## src/rtl/fsm_job_initiator.sv

```systemverilog
// Job initiator: queues job ids, issues them one at a time to a worker FSM and reports completion or watchdog abort.
// Define FSM_INIT_STATE_CHECK_EN to enable a sticky err_state flag for non-one-hot state vectors.
module fsm_job_initiator #(
  parameter int ID_W           = 4,
  parameter int FIFO_DEPTH     = 4,
  parameter int TIMEOUT_CYCLES = 16
) (
  input  logic            clk,
  input  logic            rst_n,
  input  logic            req_valid,
  input  logic [ID_W-1:0] req_id,
  output logic            req_ready,
  output logic            start,
  input  logic            done,
  output logic            busy,
  output logic            rsp_valid,
  input  logic            rsp_ready,
  output logic [ID_W-1:0] rsp_id,
  output logic            rsp_timeout,
  output logic [7:0]      job_count,
  output logic            err_state
);
  localparam int PTR_W = $clog2(FIFO_DEPTH);
  localparam int TMR_W = $clog2(TIMEOUT_CYCLES);
  localparam logic [PTR_W:0]   FULL_CNT = (PTR_W + 1)'(FIFO_DEPTH);
  localparam logic [TMR_W-1:0] TMR_LAST = TMR_W'(TIMEOUT_CYCLES - 1);

  localparam logic [3:0] S_IDLE   = 4'b0001;
  localparam logic [3:0] S_ISSUE  = 4'b0010;
  localparam logic [3:0] S_WAIT   = 4'b0100;
  localparam logic [3:0] S_REPORT = 4'b1000;

  logic [3:0]       state_q, state_d;
  logic [ID_W-1:0]  mem_q [FIFO_DEPTH];
  logic [ID_W-1:0]  mem_d [FIFO_DEPTH];
  logic [PTR_W-1:0] wr_ptr_q, wr_ptr_d;
  logic [PTR_W-1:0] rd_ptr_q, rd_ptr_d;
  logic [PTR_W:0]   count_q, count_d;
  logic [TMR_W-1:0] timer_q, timer_d;
  logic             start_q, start_d;
  logic             busy_q, busy_d;
  logic             rsp_valid_q, rsp_valid_d;
  logic [ID_W-1:0]  rsp_id_q, rsp_id_d;
  logic             rsp_timeout_q, rsp_timeout_d;
  logic [7:0]       job_count_q, job_count_d;
  logic             push, pop, empty;
`ifdef FSM_INIT_STATE_CHECK_EN
  logic             err_q, err_d;
`endif

  // No full-bypass: a full queue refuses even while the head is being popped
  assign req_ready = (count_q != FULL_CNT);
  assign empty     = (count_q == '0);
  assign push      = req_valid && req_ready;

  always_comb begin
    mem_d         = mem_q;
    wr_ptr_d      = wr_ptr_q;
    rd_ptr_d      = rd_ptr_q;
    count_d       = count_q;
    state_d       = state_q;
    timer_d       = timer_q;
    start_d       = 1'b0;
    rsp_valid_d   = rsp_valid_q;
    rsp_id_d      = rsp_id_q;
    rsp_timeout_d = rsp_timeout_q;
    job_count_d   = job_count_q;
    pop           = 1'b0;
`ifdef FSM_INIT_STATE_CHECK_EN
    err_d         = err_q;
`endif

    case (state_q)
      S_IDLE: begin
        if (!empty) begin
          state_d = S_ISSUE;
          start_d = 1'b1;
        end
      end
      S_ISSUE: begin
        pop      = !empty;
        rsp_id_d = mem_q[rd_ptr_q];
        timer_d  = '0;
        state_d  = S_WAIT;
      end
      S_WAIT: begin
        timer_d = timer_q + 1'b1;
        // Completion wins over the watchdog when both land on the same cycle
        if (done) begin
          state_d       = S_REPORT;
          rsp_valid_d   = 1'b1;
          rsp_timeout_d = 1'b0;
        end else if (timer_q == TMR_LAST) begin
          state_d       = S_REPORT;
          rsp_valid_d   = 1'b1;
          rsp_timeout_d = 1'b1;
        end
      end
      S_REPORT: begin
        if (rsp_ready) begin
          state_d     = S_IDLE;
          rsp_valid_d = 1'b0;
          if (!rsp_timeout_q && job_count_q != 8'hFF) begin
            job_count_d = job_count_q + 8'd1;
          end
        end
      end
      default: begin
        state_d     = S_IDLE;
        rsp_valid_d = 1'b0;
`ifdef FSM_INIT_STATE_CHECK_EN
        err_d       = 1'b1;
`endif
      end
    endcase

    if (push) begin
      mem_d[wr_ptr_q] = req_id;
      wr_ptr_d        = wr_ptr_q + 1'b1;
    end
    if (pop) begin
      rd_ptr_d = rd_ptr_q + 1'b1;
    end
    case ({push, pop})
      2'b10:   count_d = count_q + 1'b1;
      2'b01:   count_d = count_q - 1'b1;
      default: count_d = count_q;
    endcase

    busy_d = (state_d != S_IDLE);
  end

  always_ff @(posedge clk or negedge rst_n) begin
    if (!rst_n) begin
      for (int i = 0; i < FIFO_DEPTH; i++) begin
        mem_q[i] <= '0;
      end
      state_q       <= S_IDLE;
      wr_ptr_q      <= '0;
      rd_ptr_q      <= '0;
      count_q       <= '0;
      timer_q       <= '0;
      start_q       <= 1'b0;
      busy_q        <= 1'b0;
      rsp_valid_q   <= 1'b0;
      rsp_id_q      <= '0;
      rsp_timeout_q <= 1'b0;
      job_count_q   <= 8'd0;
    end else begin
      mem_q         <= mem_d;
      state_q       <= state_d;
      wr_ptr_q      <= wr_ptr_d;
      rd_ptr_q      <= rd_ptr_d;
      count_q       <= count_d;
      timer_q       <= timer_d;
      start_q       <= start_d;
      busy_q        <= busy_d;
      rsp_valid_q   <= rsp_valid_d;
      rsp_id_q      <= rsp_id_d;
      rsp_timeout_q <= rsp_timeout_d;
      job_count_q   <= job_count_d;
    end
  end

`ifdef FSM_INIT_STATE_CHECK_EN
  always_ff @(posedge clk or negedge rst_n) begin
    if (!rst_n) begin
      err_q <= 1'b0;
    end else begin
      err_q <= err_d;
    end
  end
  assign err_state = err_q;
`else
  assign err_state = 1'b0;
`endif

  assign start       = start_q;
  assign busy        = busy_q;
  assign rsp_valid   = rsp_valid_q;
  assign rsp_id      = rsp_id_q;
  assign rsp_timeout = rsp_timeout_q;
  assign job_count   = job_count_q;

endmodule

```

## config.mk

```make
export PLATFORM = sky130hd
export DESIGN_NAME = fsm_job_initiator
export DESIGN_NICKNAME = d
export VERILOG_FILES = /design/src/rtl/fsm_job_initiator.sv
export SDC_FILE = /design/constraint.sdc
export NUM_CORES = 1
export LEC_CHECK = 0
export ABC_AREA = 1
export CORE_MARGIN = 4
export CORE_UTILIZATION = 45
export DETAILED_ROUTE_END_ITERATION = 12
export HOLD_SLACK_MARGIN = 0.15
export PLACE_DENSITY_LB_ADDON = 0.2
export SETUP_SLACK_MARGIN = 0.3
export SLEW_MARGIN = 5
export SYNTH_ARGS = -nofsm -noshare
export SYNTH_HDL_FRONTEND = slang
export SYNTH_SLANG_ARGS = --single-unit
```

## constraint.sdc

```tcl
create_clock -name clk -period 2.51 [get_ports clk]
set_input_delay 0.3765 -clock clk [delete_from_list [all_inputs] [get_ports clk]]
set_output_delay 0.3765 -clock clk [all_outputs]
set_load 0.02 [all_outputs]
```

==> qor.txt <==
RD Place Congestion: 0.795
Avg Inst Size Synth: 8.77 um2
Critical Path RT: 2700 ps
Maxcap violations: 0
Share of cells above drive strength 1: 0.143
Height of the die: 80.9 um
RSZ-0062 raised after global routing: false
CTS Root Cell: clkbuf_8
Clk Latency, worst-skew pair: 300 ps
Hold path cells: 2
Tot Pwr: 3.13 mW
Yosys warning total: 0
Vias in the first global route: 1,637
Port bufs: 25
Hold Vio Cnt, Final: 0
Psw: 1.25 mW
Crit Path Max Fanout: 8
Post-CTS Setup Bufs: 0
Power per Cell Area: 1100 nW/um2
Clk sinks: 47
Area of the core: 5140 um2
I/O pins: 27
DP HPWL: 3.30 mm
Setup TNS: 0 ps
Vias: 1,746
Seq/Total Area, Yosys: 0.492
Starting Density: 0.466
Hold WC Path Type: flip-flop to flip-flop
Syn Nets: 290
CTS max path bufs: 2
Fin crit share: 0.788
Die area: 6550 um2
Worst path arrival time: 2160 ps
Largest net degree at the start of global routing: 21
CTS buffer count: 5
Ys flop type: dfrtp_1
Overflow after GRT: 0
FF-to-FF path depth: 11
Cell area after synthesis: 2390 um2
Clock skew: 6.46 ps
Antenna Nets Post-Route: 0
First-pass GRT wire length: 7.44 mm
DRT iter0 DRCs: 128
H-tree depth reported by CTS: 2
Synth cell types: 28
Syn Inst Count: 273
Final #Nets: 323
Comb pwr share: 0.408
Reg clk slew, reported paths: 90 ps
Ys async rst share: 1.00
Critical Path Start Type: flip-flop
Total Routed Length: 4.41 mm
Status: finished clean
CP peak stage delay: 420 ps
Max rail drop VDD: 0.471 mV
Critical Path End Type: flip-flop
Vias per cell: 4.63
First-pass detailed-route iteration total: 4
Number of synthesized register bits: 47
Area grow syn2layout: 19.1%
Clock Power Share: 0.178
Max Clock Freq: 506 MHz
Post-CTS sizing: 0
Initial antenna violation count: 0
Cell repeated most along the worst path: inv_1
Switching Fraction: 0.400
CP max stage cell: dfrtp_1
Final slew viol count: 0
Row count: 26
TritonCTS clock tree: yes
GRT Util Overall: 0.149
Hold_buf cts: 1
Kind of critical path: flip-flop to flip-flop
Pint: 1.88 mW
Post-synth EDFFs: 0
CP cell instances: inv_2 -> nand2_2 -> nor2_8 -> nand2_4 -> inv_1 -> ha_1 -> inv_1 -> fa_1 -> a21oi_1 -> o21ai_0 -> xor2_1
Leak: 1.43 nW
Routed length per instance: 11.7 um
Drt drc: 0
Count of final setup violators: 0
Die Wd: 80.9 um
Antenna fix cells: 0
Final Critical Period: 1980 ps
Flop pwr share: 0.414
worst max-delay path, delay by kind of cell, from the launching register on:
family	cells	cell delay, ps
xor gates and xnor gates	1	150
AOI/OAI and AO/OA	2	250
adders and majority gates	2	510
DFF	1	420
buffers and inverters	3	200
and+or+nand+nor	3	340
area by class of cell:
cell class,instances,area [um2]
Fill cell,513,2290
Sequential cell,47,1180
Multi-Input combinational cell,185,1050
Timing Repair Buffer,28,270
Inverter,39,151
Tap cell,70,87.6
Clock buffer,5,68.8
Clock inverter,3,43.8
Yosys cell counts (5+ instances only):
cell	count	area share
o21ai_0	32	0.067
xor2_1	5	0.018
dfrtp_1	46	0.48
nand2_1	72	0.11
inv_2	5	0.0078
nand2_4	7	0.033
ha_1	7	0.037
inv_1	32	0.050
nor2_1	18	0.028
nand3_1	7	0.015
placed cells by master, fill, tap and decap left out, types with 5 or more instances in the layout:
cell type,count
nor2_1,18
dfrtp_1,46
inv_2,5
o21ai_0,32
nand2_1,72
ha_1,7
nand2_4,7
clkbuf_8,5
clkdlybuf4s50_1,24
xor2_1,5
inv_1,32
nand3_1,7
through the flow:
| step | instance area, um2 | utilization | hold WS, ps | cells | setup WS, ps |
|---|---|---|---|---|---|
| after global routing | 2850 | 0.555 | 529 | 377 | 384 |
| after detailed placement | 2730 | 0.531 | 340 | 368 | 446 |
| final | 2850 | 0.555 | 490 | 377 | 532 |
| after CTS | 2850 | 0.555 | 494 | 377 | 513 |
| after floorplan | 2390 | - | 80.9 | 273 | 648 |
| after global placement | 2730 | 0.531 | 334 | 368 | 492 |
flip-flops by register name (all words and copies together), names as in the netlist, 2 cells and up:
register   flops
rsp_id         4
state_q        4
count_q        3
timer_q        4
job_count      8
rd_ptr_q       2
mem_q         16
wr_ptr_q       2
cells by family after synthesis:
group	count (synthesis)	share of synthesized area
buffers and inverters	41	0.0685
and+or+nand+nor	125	0.269
DFF	47	0.492
xor gates and xnor gates	8	0.0324
AOI/OAI and AO/OA	43	0.0920
other	1	0.00157
adders and majority gates	8	0.0450
worst paths after layout:
path,to,start,slack (ps)
max,count_q[2],state_q[2],530
min,mem_q[7],mem_q[7],490
max reg2reg,count_q[2],state_q[2],530
min reg2reg,mem_q[7],mem_q[7],490
max in group asynchronous,state_q[0],rst_n,1300
min in group asynchronous,start,rst_n,530
power groups by stage:
stage / combinational, mW / sequential [mW] / clock, mW
global placement: 1.28 / 1.30 / 0
detailed placement: 1.30 / 1.31 / 0
finish: 1.28 / 1.29 / 0.557
CTS: 1.30 / 1.29 / 0.582
floorplan: 0.869 / 1.33 / 0
global route: 1.45 / 1.34 / 0.613
layer usage:
| layer | share of wire | global-route usage | routed length, um |
|---|---|---|---|
| met1 | 0.48 | 0.192 | 2140 |
| met2 | 0.47 | 0.246 | 2070 |
| met3 | 0.032 | 0.0310 | 142 |
| met4 | 0.015 | 0.0557 | 68 |
| met5 | 0 | 0 | 0 |
No activity file was read; power rests on OpenSTA's default activity.
